===== src/rtl/chiplet_pkg.sv =====
// Shared chiplet types: node/packet ids, packet formats, flit and header layouts,
// length defaults and CRC-32 constants, plus small format/length helpers.
package chiplet_pkg;

  typedef logic [4:0] node_id_t;
  typedef logic [1:0] pkt_id_t;

  typedef enum logic [3:0] {
    FMT_LONG_READ   = 4'h0,
    FMT_LONG_WRITE  = 4'h1,
    FMT_MSG         = 4'h4,
    FMT_SHORT_READ  = 4'h8,
    FMT_SHORT_WRITE = 4'h9
  } format_e;

  typedef struct packed {
    logic     vc;
    pkt_id_t  id;
    node_id_t req;
  } flit_meta_t;

  typedef struct packed {
    flit_meta_t  meta;
    logic [31:0] payload;
  } flit_t;

  typedef struct packed {
    format_e    fmt;
    node_id_t   dest;
    logic [7:0] r0;
    logic [3:0] lst_b;
    logic [3:0] fst_b;
    logic [6:0] len;
  } long_hdr_t;

  typedef struct packed {
    format_e     fmt;
    node_id_t    dest;
    logic [18:0] addr;
    logic [3:0]  len;
  } short_hdr_t;

  localparam logic [7:0]  LONG_LEN_DEFAULT  = 8'd128;
  localparam logic [7:0]  SHORT_LEN_DEFAULT = 8'd16;
  localparam logic [31:0] CRC32_POLY        = 32'h04C11DB7;
  localparam logic [31:0] CRC32_INIT        = 32'hFFFFFFFF;

  function automatic logic fmt_supported(input format_e f);
    logic ok;
    case (f)
      FMT_LONG_READ, FMT_LONG_WRITE, FMT_SHORT_READ, FMT_SHORT_WRITE: ok = 1'b1;
      default: ok = 1'b0;
    endcase
    return ok;
  endfunction

  function automatic logic fmt_is_long(input format_e f);
    logic r;
    case (f)
      FMT_LONG_READ, FMT_LONG_WRITE: r = 1'b1;
      default: r = 1'b0;
    endcase
    return r;
  endfunction

  function automatic logic fmt_is_write(input format_e f);
    logic r;
    case (f)
      FMT_LONG_WRITE, FMT_SHORT_WRITE: r = 1'b1;
      default: r = 1'b0;
    endcase
    return r;
  endfunction

  // A zero length field encodes the format's maximum word count.
  function automatic logic [7:0] data_words(input format_e f, input logic [6:0] len);
    logic [7:0] n;
    case (f)
      FMT_LONG_WRITE:  n = (len == 7'd0) ? LONG_LEN_DEFAULT : {1'b0, len};
      FMT_SHORT_WRITE: n = (len[3:0] == 4'd0) ? SHORT_LEN_DEFAULT : {4'd0, len[3:0]};
      default:         n = 8'd0;
    endcase
    return n;
  endfunction

  function automatic logic [7:0] expected_num_flits(input logic [31:0] hdr);
    format_e    f;
    logic [7:0] n;
    f = format_e'(hdr[31:28]);
    case (f)
      FMT_LONG_READ:   n = 8'd3;
      FMT_LONG_WRITE:  n = 8'd3 + data_words(f, hdr[6:0]);
      FMT_SHORT_READ:  n = 8'd2;
      FMT_SHORT_WRITE: n = 8'd2 + data_words(f, {3'd0, hdr[3:0]});
      default:         n = 8'd0;
    endcase
    return n;
  endfunction

endpackage


===== src/rtl/chiplet_crc32_word.sv =====
// One-word CRC-32 update: MSB-first, unreflected, using the package polynomial.
module chiplet_crc32_word
  import chiplet_pkg::*;
(
  input  logic [31:0] crc_in,
  input  logic [31:0] data,
  output logic [31:0] crc_out
);

  logic [31:0] w_c;

  // Fold the whole word into the register, then run 32 polynomial shifts.
  always_comb begin
    w_c = crc_in ^ data;
    for (int i = 0; i < 32; i++) begin
      if (w_c[31]) begin
        w_c = {w_c[30:0], 1'b0} ^ CRC32_POLY;
      end else begin
        w_c = {w_c[30:0], 1'b0};
      end
    end
    crc_out = w_c;
  end

endmodule


===== src/rtl/pkt_tx_builder.sv =====
// Packet transmit builder: turns one command into HDR/[ADDR]/[DATA]/CRC flits,
// carrying a running CRC-32 over every accepted payload word.
module pkt_tx_builder
  import chiplet_pkg::*;
(
  input  logic        CLK,
  input  logic        RST,
  input  node_id_t    src_id,
  input  logic        cmd_valid,
  output logic        cmd_ready,
  input  logic [3:0]  cmd_format,
  input  node_id_t    cmd_dest,
  input  logic [31:0] cmd_addr,
  input  logic [6:0]  cmd_len,
  input  logic [3:0]  cmd_fst_b,
  input  logic [3:0]  cmd_lst_b,
  input  logic        cmd_vc,
  input  pkt_id_t     cmd_id,
  input  logic        wdata_valid,
  output logic        wdata_ready,
  input  logic [31:0] wdata,
  output logic        flit_valid,
  input  logic        flit_ready,
  output flit_t       flit,
  output logic        busy,
  output logic        err_fmt
);

  typedef enum logic [2:0] {
    ST_IDLE = 3'd0,
    ST_HDR  = 3'd1,
    ST_ADDR = 3'd2,
    ST_DATA = 3'd3,
    ST_CRC  = 3'd4
  } state_e;

  state_e      r_state;
  flit_meta_t  r_meta;
  logic [31:0] r_payload;
  logic        r_flit_valid;
  logic [31:0] r_addr;
  logic        r_is_long;
  logic        r_is_write;
  logic [7:0]  r_cnt;
  logic [31:0] r_crc;
  logic        r_err_fmt;

  format_e     w_fmt;
  long_hdr_t   w_long_hdr;
  short_hdr_t  w_short_hdr;
  logic [31:0] w_hdr;
  logic        w_in_data;
  logic [31:0] w_payload;
  logic        w_fire;
  logic        w_accept;
  logic [31:0] w_crc_next;

  // Build both header layouts from the live command fields; the format picks one.
  always_comb begin
    w_fmt             = format_e'(cmd_format);
    w_long_hdr.fmt    = w_fmt;
    w_long_hdr.dest   = cmd_dest;
    w_long_hdr.r0     = 8'd0;
    w_long_hdr.lst_b  = cmd_lst_b;
    w_long_hdr.fst_b  = cmd_fst_b;
    w_long_hdr.len    = cmd_len;
    w_short_hdr.fmt   = w_fmt;
    w_short_hdr.dest  = cmd_dest;
    w_short_hdr.addr  = cmd_addr[20:2];
    w_short_hdr.len   = cmd_len[3:0];
    if (fmt_is_long(w_fmt)) begin
      w_hdr = w_long_hdr;
    end else begin
      w_hdr = w_short_hdr;
    end
  end

  // Write data streams straight through in DATA; every other flit comes from registers.
  assign w_in_data   = (r_state == ST_DATA);
  assign w_payload   = w_in_data ? wdata : r_payload;
  assign flit_valid  = w_in_data ? wdata_valid : r_flit_valid;
  assign wdata_ready = w_in_data ? flit_ready : 1'b0;
  assign flit        = {r_meta, w_payload};
  assign cmd_ready   = (r_state == ST_IDLE);
  assign busy        = (r_state != ST_IDLE);
  assign err_fmt     = r_err_fmt;
  assign w_fire      = flit_valid && flit_ready;
  assign w_accept    = cmd_valid && cmd_ready;

  chiplet_crc32_word u_crc (
    .crc_in  (r_crc),
    .data    (w_payload),
    .crc_out (w_crc_next)
  );

  // Packet sequencer: CRC flit carries the CRC including the word accepted just before it.
  always_ff @(posedge CLK or posedge RST) begin
    if (RST) begin
      r_state      <= ST_IDLE;
      r_meta       <= '0;
      r_payload    <= 32'd0;
      r_flit_valid <= 1'b0;
      r_addr       <= 32'd0;
      r_is_long    <= 1'b0;
      r_is_write   <= 1'b0;
      r_cnt        <= 8'd0;
      r_crc        <= CRC32_INIT;
      r_err_fmt    <= 1'b0;
    end else begin
      r_err_fmt <= 1'b0;
      case (r_state)
        ST_IDLE: begin
          if (w_accept) begin
            r_meta     <= {cmd_vc, cmd_id, src_id};
            r_addr     <= cmd_addr;
            r_is_long  <= fmt_is_long(w_fmt);
            r_is_write <= fmt_is_write(w_fmt);
            r_cnt      <= data_words(w_fmt, cmd_len);
            r_crc      <= CRC32_INIT;
            if (fmt_supported(w_fmt)) begin
              r_state      <= ST_HDR;
              r_payload    <= w_hdr;
              r_flit_valid <= 1'b1;
            end else begin
              r_err_fmt <= 1'b1;
            end
          end
        end
        ST_HDR: begin
          if (w_fire) begin
            r_crc <= w_crc_next;
            if (r_is_long) begin
              r_state   <= ST_ADDR;
              r_payload <= r_addr;
            end else if (r_is_write) begin
              r_state      <= ST_DATA;
              r_flit_valid <= 1'b0;
            end else begin
              r_state   <= ST_CRC;
              r_payload <= w_crc_next;
            end
          end
        end
        ST_ADDR: begin
          if (w_fire) begin
            r_crc <= w_crc_next;
            if (r_is_write) begin
              r_state      <= ST_DATA;
              r_flit_valid <= 1'b0;
            end else begin
              r_state   <= ST_CRC;
              r_payload <= w_crc_next;
            end
          end
        end
        ST_DATA: begin
          if (w_fire) begin
            r_crc <= w_crc_next;
            r_cnt <= r_cnt - 8'd1;
            if (r_cnt == 8'd1) begin
              r_state      <= ST_CRC;
              r_payload    <= w_crc_next;
              r_flit_valid <= 1'b1;
            end
          end
        end
        ST_CRC: begin
          if (w_fire) begin
            r_state      <= ST_IDLE;
            r_payload    <= 32'd0;
            r_flit_valid <= 1'b0;
            r_crc        <= CRC32_INIT;
          end
        end
        default: begin
          r_state      <= ST_IDLE;
          r_flit_valid <= 1'b0;
        end
      endcase
    end
  end

endmodule


===== config.mk =====
export PLATFORM = sky130hd
export DESIGN_NAME = pkt_tx_builder
export DESIGN_NICKNAME = d
export VERILOG_FILES = /design/src/rtl/chiplet_pkg.sv /design/src/rtl/chiplet_crc32_word.sv /design/src/rtl/pkt_tx_builder.sv
export SDC_FILE = /design/constraint.sdc
export NUM_CORES = 1
export LEC_CHECK = 0
export CAP_MARGIN = 15
export CORE_ASPECT_RATIO = 0.6
export CORE_MARGIN = 8
export CORE_UTILIZATION = 60
export DETAILED_ROUTE_END_ITERATION = 7
export GPL_TIMING_DRIVEN = 0
export PLACE_DENSITY = 0.94
export SLEW_MARGIN = 40
export SYNTH_ARGS = -nofsm -noshare
export SYNTH_HDL_FRONTEND = slang
export SYNTH_SLANG_ARGS = --single-unit
export TNS_END_PERCENT = 50

===== constraint.sdc =====
create_clock -name CLK -period 12.9 [get_ports CLK]
set_input_delay 2.58 -clock CLK [delete_from_list [all_inputs] [get_ports CLK]]
set_output_delay 2.58 -clock CLK [all_outputs]
set_load 0.1 [all_outputs]

Word-level counts from Yosys, hierarchy flattened --
Index checks and enable logic that the tools add are counted.
Storage, ports and cells: flip-flop bits (word level) 119, latch bits 0, bits in writable memories 0, bits in read-only memories 0, input port bits 101, output and inout bits 45, logic and storage cells 167, memories 0
Operators by class: $add $sub $neg 1, multiply operators 0, divide/modulo/power cells 0, order comparisons 0, equality and inequality tests 17, shift-type cells 0, multiplexer cells 84, bitwise logic cells 33, reductions and logical operators 20
Operators with widths (number):
- $mux 27 | 32
- $not 14->14 | 32
- $mux 32 | 13
- $pmux 32 s5 | 1
- $pmux 32 s3 | 1
- $pmux 8 s2 | 2
- $xor 32x32->32 | 1
- $mux 3 | 9
- $mux 8 | 3
- $mux 23 | 1
- $mux 1 | 19
- $reduce_and 8->1 | 2
- $pmux 3 s5 | 1
- $ne 2x1->1 const B | 5
- $eq 4x4->1 const B | 2
- $eq 8x1->1 const B | 1
- $logic_not 4->1 | 2
- $ne 2x2->1 const B | 4
- $sub 8x1->8 const B | 1
- $logic_not 7->1 | 1
- $reduce_and 7->1 | 1
- $eq 3x2->1 const B | 2
- $reduce_bool 3->1 | 2
- $mux 5 | 1
- 14 further kinds | 16

Logic depth before layout (Yosys ltp) --
Gate-level depths: netlist of run 1.
word-level depth 71, mapped depth 16

Cells and area by module --
Synthesis of run 1 repeated with hierarchy kept, for this count alone.
Unflattened totals: cell total of the unflattened synthesis 1114, area total of the unflattened synthesis 10796.6 µm²
By module, submodules not included:
- pkt_tx_builder | times used 1, cells each 859, area each 7124.3 µm²
- chiplet_crc32_word | times used 1, cells each 255, area each 3672.3 µm²

Least setup slack after synthesis of run 1 --
OpenSTA, ideal clock, no wires.
kind input -> register, start point input wdata[26], end point register r_crc[13], arrival 6502 ps, required time 12817 ps, path slack 6315 ps, stages on the path 10, path through mux2_2 xor2_1 xnor3_2 xor2_4 xnor3_1 xor3_2 xnor3_2 xnor3_1 xor2_1 o32a_1
On the way: longest elaborated chain between the ends 34, elaborated cells between the ends (all ways) 55, classes of those cells mux (30); bitwise (25)
Ends and longest elaborated chain:
- start, declared | line pkt_tx_builder.sv:21 | input logic [31:0] wdata,
- $mux 32 (*) | line pkt_tx_builder.sv:80 | assign w_payload = w_in_data ? wdata : r_payload;
- $xor 32x32->32 (*) | line chiplet_crc32_word.sv:14 | w_c = crc_in ^ data;
- $mux 27 (*) | line chiplet_crc32_word.sv:16 | if (w_c[31]) begin
- $mux 27 or $not 14->14 (tied branches) (2 in a row)
- $mux 27 | line chiplet_crc32_word.sv:16
- $not 14->14 (no source line) or $mux 27 (tied branches)
- $mux 27 | line chiplet_crc32_word.sv:16
- $mux 27 or $not 14->14 (tied branches)
- (+16 left out)
- $not 14->14 (no source line) or $mux 27 (tied branches)
- $mux 27 or $not 14->14 (tied branches)
- $not 14->14 (no source line) or $mux 27 (tied branches)
- $mux 27 or $not 14->14 (tied branches)
- $not 14->14 (no source line) or $mux 27 (tied branches)
- $mux 27 (*) (2 in a row) | line chiplet_crc32_word.sv:16
- $mux 32 (*) | line pkt_tx_builder.sv:130, pkt_tx_builder.sv:145, pkt_tx_builder.sv:157
- $pmux 32 s3 (*) | line pkt_tx_builder.sv:111 | case (r_state)
- end signal, assigned | line pkt_tx_builder.sv:131 | r_crc <= w_crc_next;
- end signal, assigned | line pkt_tx_builder.sv:146 | r_crc <= w_crc_next;
- end signal, assigned | line pkt_tx_builder.sv:158 | r_crc <= w_crc_next;
- end, declared | line pkt_tx_builder.sv:45 | logic [31:0] r_crc;
Mark *: on every way between the ends. The rest lies on a longest branch, timed or not. The select of a mux whose other input is x is not followed. A chain may end at the register's enable or synchronous reset.

Final worst setup path of run 1 --
start point input wdata[29], end point register r_payload[12]
On the way: longest elaborated chain between the ends 42, elaborated cells between the ends (all ways) 67, classes of those cells mux (38); bitwise (29)
Ends and longest elaborated chain:
- $mux 32 (*) | line pkt_tx_builder.sv:80
- $xor 32x32->32 (*) | line chiplet_crc32_word.sv:14
- $mux 27 (*) | line chiplet_crc32_word.sv:16
- $not 14->14 (no source line) or $mux 27 (tied branches)
- $mux 27 or $not 14->14 (tied branches) (3 in a row)
- $mux 27 | line chiplet_crc32_word.sv:16
- $not 14->14 (no source line) or $mux 27 (tied branches)
- $mux 27 or $not 14->14 (tied branches) (3 in a row)
- (+22 left out)
- $not 14->14 (no source line) or $mux 27 (tied branches)
- $mux 27 | line chiplet_crc32_word.sv:16
- $not 14->14 (no source line)
- $mux 27 (*) | line chiplet_crc32_word.sv:16
- $mux 32 | line pkt_tx_builder.sv:135, pkt_tx_builder.sv:147
- $mux 32 | line pkt_tx_builder.sv:132 | if (r_is_long) begin
- $mux 32 | line pkt_tx_builder.sv:130 | if (w_fire) begin
- $pmux 32 s5 (*) | line pkt_tx_builder.sv:111
- end signal, assigned | line pkt_tx_builder.sv:134 | r_payload <= r_addr;
- end signal, assigned | line pkt_tx_builder.sv:140 | r_payload <= w_crc_next;
- end signal, assigned | line pkt_tx_builder.sv:152 | r_payload <= w_crc_next;
- end, declared | line pkt_tx_builder.sv:39 | logic [31:0] r_payload;
Marks and branches as above.

==> results.cfg, run 1 <==
[status]
status = complete, but fails checks
violations_in_the_final_reports = DRC

[timing]
fin_tns_setup_ps = 0
worst-slew-pin-transition_ps = 953
timing.final.max_slew_violations = 0
hold_violations = 0
timing.final.crit_share_pct = 57.9
report.final.setup_viol = 0
fmaxAchievable_mhz = 134
post_route_minimum_period_ps = 7470
slew_headroom_pct = 36.2
final.setup_skew_ps = 5.95
grt_setup_unrepaired = no

[logic_synthesis]
synth_edf_count = 0
avgSynthCellArea_um2 = 9.94
syn_inst = 997
netlist_area_um2 = 9910
post-synth-top-area-fraction_pct = 22.0
post-synth-top-count-cell = sky130_fd_sc_hd__nand2_1
yosys.cell_types.count = 62
synth_top_cells_by_area = sky130_fd_sc_hd__dfrtp_1 22%, sky130_fd_sc_hd__xnor2_1 10%, sky130_fd_sc_hd__xnor3_1 9.1%
ys_top_cells_by_count = 157 x sky130_fd_sc_hd__nand2_1, 118 x sky130_fd_sc_hd__xnor2_1, 87 x sky130_fd_sc_hd__dfrtp_1, 71 x sky130_fd_sc_hd__nor2_1
synth-seq-cells = 119
yosysTopAreaCell = sky130_fd_sc_hd__dfrtp_1
synth_fp_nets = 1100
synthesis.yosys.warnings = 0
synth_ff_type = sky130_fd_sc_hd__dfrtp_1
asyncSetResetFlopFracSynth_pct = 100
part_of_the_yosys_area_used_for_sequential_elements_pct = 30.5

[cells_and_area]
final.fill_count = 1150
syn2layout_area_growth_pct = 22.4
antenna_cells = 0
area.sequential_um2 = 3020
layout-drive-gt1-share_pct = 17.4
nNetsFinal = 1265
multi_input_comb_area_um2 = 6640

[run]
drv_cap = 0

[cts]
clock_sink_count = 119
clk-insertion-delay-late_ps = 420
clockBufferDepth = 2
cts_made_buffers = 17
post_cts_resized = 0
post_cts.repair.setup_buffers = 0
cts_tree = done
cts.clk_slew.worst_paths_ps = 60
htree_levels = 4
hold_buffers = 0
cts_root_buf = sky130_fd_sc_hd__clkbuf_16

[global_routing]
grt_first_pass_wirelength_um = 56500
grt_start_max_net_pins = 80
initial_antenna_violation_count = 1
global_route.overflow_total = 0
grt_use_total_pct = 36.1
grt_pass1_vias = 8940

[floorplan]
row_count = 36
design.portCount = 146
coreArea_um2 = 16200
die_area_um2 = 21000
initial_core_util_pct = 61.1
die_h_um = 116
die_w_um = 182

[critical_path]
timing.critical_path.required_ps = 13240
crit_path_start_kind = input port
criticalPathCategory = in2reg
worst_setup_path_end_kind = flop
arrival_time_at_the_worst_endpoint_ps = 7810
path_max_fanout = 9

[detailed_routing]
post_drt_wl_per_cell_um = 27.4
first_iter_violations = 1688
ant_nets = 0
vias_per_cell = 6.70
drt_drc_violations_left = 11
via_count = 9273
routed_wirelength_um = 37900
first_pass_iters = 8

[placement]
finalWeightedCongestion = 1.04
dp_hpwl_um = 29300
io_buffer_count = 145

[hold_path]
hold_class = reg2reg
==> worst paths after layout <==
kind                            startpoint            end  slack, ps  cells after the start
worst max-delay path             wdata[29]  r_payload[12]       5430                     12
worst min-delay path              flit[37]       flit[37]        480                      2
worst max register to register  r_state[0]  r_payload[12]       7120                     13
worst min register to register    flit[37]       flit[37]        480                      2
max in group asynchronous              RST      r_crc[12]       9630                      3
min in group asynchronous              RST  r_payload[25]       2540                      2
==> cell families (layout without fill, tap and decap cells) <==
| family | after synthesis | count (layout) | synth area share [%] |
|---|---|---|---|
| compound gates | 238 | 238 | 16.0 |
| buf+inv | 74 | 252 | 3.01 |
| flops | 119 | 119 | 30.5 |
| mux | 47 | 47 | 5.70 |
| fa+ha+maj | 3 | 3 | 0.354 |
| simple gates | 263 | 263 | 10.8 |
| xor+xnor | 253 | 253 | 33.7 |
==> cell type report <==
type	instances	area share (%)
Clock inverter	13	1.66
Sequential cell	119	24.9
Multi-Input combinational cell	804	54.8
Timing Repair Buffer	146	10.3
Buffer	56	1.90
Inverter	18	0.619
Clock buffer	19	3.65
Tap cell	209	2.16
==> registers in the layout, summed over array words and instances, names as in the netlist <==
name / flops
err_fmt: 1
flit: 8
r_addr: 32
r_cnt: 8
r_crc: 32
r_flit_valid: 1
r_is_long: 1
r_is_write: 1
r_payload: 32
r_state: 3
==> critical path: stages <==
cell,delay (ps)
sky130_fd_sc_hd__clkdlybuf4s50_1,500
sky130_fd_sc_hd__mux2i_4,100
sky130_fd_sc_hd__xnor2_4,500
sky130_fd_sc_hd__xnor3_2,620
sky130_fd_sc_hd__xor2_1,710
sky130_fd_sc_hd__xnor2_1,330
sky130_fd_sc_hd__xnor2_1,820
sky130_fd_sc_hd__xnor3_2,640
sky130_fd_sc_hd__xor2_2,240
sky130_fd_sc_hd__xnor3_1,380
sky130_fd_sc_hd__o21bai_1,170
sky130_fd_sc_hd__a31oi_1,180
==> stage by stage <==
stage | instance area, µm² | std cells | setup WS (ps) | util (%) | hold slack (ps)
floorplan | 9910 | 997 | 6310 | - | 444
global placement | 11600 | 1351 | 5010 | 71.7 | 457
detailed placement | 11500 | 1352 | 5050 | 70.7 | 462
CTS | 12100 | 1384 | 5450 | 74.6 | 484
global route | 12100 | 1384 | 5500 | 74.8 | 505
finish | 12100 | 1384 | 5430 | 74.8 | 483
==> layer usage <==
layer	GRT usage (%)	up-vias	wire length [µm]
met2	47.1	877	14100
li1	-	3806	-
met5	0	-	13
met1	52.2	4468	15600
met3	18.1	120	7130
met4	7.50	2	991
==> layout by cell type, fill, tap and decap left out, drive strengths merged, types with 6 or more instances in the layout <==
cell	instances
mux2	37
nor3	7
buf	50
inv	18
nor2	71
a31oi	18
nand2	157
xnor3	47
o22a	16
xor3	10
dfrtp	87
o32a	10
dfstp	32
a21oi	54
o22ai	6
xor2	63
a211oi	7
clkdlybuf4s50	100
nand2b	7
a222oi	16
o21bai	6
o21a	21
mux2i	10
clkbuf	71
o21ai	57
xnor2	133
Power of run 1 is left out: the tool's default activity adds up to more than one toggle a clock period on the data nets, which glitch-free logic cannot reach.
==> inputs of run 2 (changes only) <==
CORE_UTILIZATION = 56   (was 60)
PLACE_DENSITY = 0.89   (was 0.94)
clock period = 7.8 ns   (was 12.9 ns; I/O delays follow)
==> results.cfg, run 2 (same netlist as run 1, synthesis figures left out) <==
[global_routing]
use_met2_pct = 41.7
grt_first_pass_wirelength_um = 54300
grt_start_max_net_pins = 71
grt_use_met3_pct = 17.0
grt.busiest_layer = met1
initial_antenna_violation_count = 0
grt_met1_usage_pct = 45.1
grt_use_total_pct = 31.8
grt_pass1_vias = 8697
global_route.overflow_total = 0

[cells_and_area]
multi_input_comb_area_um2 = 6620
layout_common_cells = 157 x sky130_fd_sc_hd__nand2_1, 115 x sky130_fd_sc_hd__xnor2_1, 100 x sky130_fd_sc_hd__clkdlybuf4s50_1, 87 x sky130_fd_sc_hd__dfrtp_1, 70 x sky130_fd_sc_hd__nor2_1
layout_commonest_cell = sky130_fd_sc_hd__nand2_1
layout-drive-gt1-share_pct = 17.1
final.fill_count = 1350
nNetsFinal = 1265
finalNonFillerCells = 1409
largest_registers = r_addr: 32 flops, r_crc: 32 flops, r_payload: 32 flops
area.sequential_um2 = 3020
utilization_pct = 70.0
syn2layout_area_growth_pct = 21.6
antenna_cells = 0

[timing]
timing.final.max_slew_violations = 0
timing.final.crit_share_pct = 81.5
hold_violations = 0
worst-slew-pin-transition_ps = 858
post_route_minimum_period_ps = 6360
final.hold.worst_slack_ps = 470
fmaxAchievable_mhz = 157
slew_headroom_pct = 42.6
grt_setup_unrepaired = no
final.setup_skew_ps = 9.43
report.final.setup_viol = 0
fin_tns_setup_ps = 0

[floorplan]
die_w_um = 188
coreArea_um2 = 17200
row_count = 37
die_h_um = 119
die_area_um2 = 22300
initial_core_util_pct = 57.5
design.portCount = 146

[detailed_routing]
routed_wirelength_um = 36400
post_drt_wl_per_cell_um = 25.8
vias_per_cell = 6.32
ant_nets = 0
first_pass_iters = 8
drt_drc_violations_left = 2
via_count = 8911
first_iter_violations = 1520

[placement]
dp_hpwl_um = 28700
finalWeightedCongestion = 1.03
io_buffer_count = 145
placedCellCount = 1377

[critical_path]
arrival_time_at_the_worst_endpoint_ps = 6620
worst_setup_path_end_kind = flop
criticalPathCategory = in2reg
crit_path_start_kind = input port
timing.critical_path.slowest_cell_delay_ps = 690
critPathMostFrequentCell = sky130_fd_sc_hd__xnor2_1
timing.critical_path.cells = clkdlybuf4s50_1, mux2i_4, xnor2_2, xnor3_2, xnor2_1, xnor3_1, xnor2_1, xor2_1, xor3_1, xnor2_1, o21bai_1, a31oi_1
slowest_stage = sky130_fd_sc_hd__xnor3_2
timing.critical_path.required_ps = 8060
path_max_fanout = 9

[status]
status = complete, but fails checks
violations_in_the_final_reports = DRC

[cts]
htree_levels = 4
post_cts.repair.setup_buffers = 0
clock_sink_count = 119
cts.clk_slew.worst_paths_ps = 60
cts_tree = done
cts_made_buffers = 17
clk-insertion-delay-late_ps = 410
hold_buffers = 0
post_cts_resized = 0
cts_root_buf = sky130_fd_sc_hd__clkbuf_16
clockBufferDepth = 2

[hold_path]
hold_class = reg2reg

[run]
drv_cap = 0
==> run 2: path summary, 6_finish.rpt <==
kind | end | slack [ps] | start | cells after the start
max reg2reg | r_payload[14] | 2050 | r_state[0] | 15
max in group asynchronous | r_crc[8] | 5530 | RST | 3
max | r_payload[14] | 1440 | wdata[29] | 12
min | flit[35] | 470 | flit[35] | 2
min reg2reg | flit[35] | 470 | flit[35] | 2
min in group asynchronous | flit[38] | 1550 | RST | 2
==> run 2: metrics by stage <==
step                      setup slack, ps  area, µm²
final                                1440      12000
after global placement               1190      11700
after floorplan                      2230       9910
after CTS                            1600      12000
after global routing                 1270      12000
after detailed placement             1190      11500
==> run 2: routing by layer <==
metal,part of all wire (%),wire length [µm]
met5,0.047,17
met2,38,14000
met1,42,15300
met3,18,6490
met4,1.6,597
==> run 2: worst max-delay path, delay by kind of cell <==
family / cells / cell delay [ps]
AOI/OAI and AO/OA: 2 / 240
muxes: 1 / 90
buffers and inverters: 1 / 510
xor gates and xnor gates: 8 / 4190
==> run 2: area by class of cell <==
cell class              instances  share of cell area [%]
clock inverters                 9                   0.644
clock buffers                  23                    3.97
well taps                     234                    2.43
repair buffers                146                    10.4
multi-input cells             804                    55.0
flip-flops and latches        119                    25.0
inverters                      18                   0.623
plain buffers                  56                    1.91
Power of run 2 is left out for the same reason.
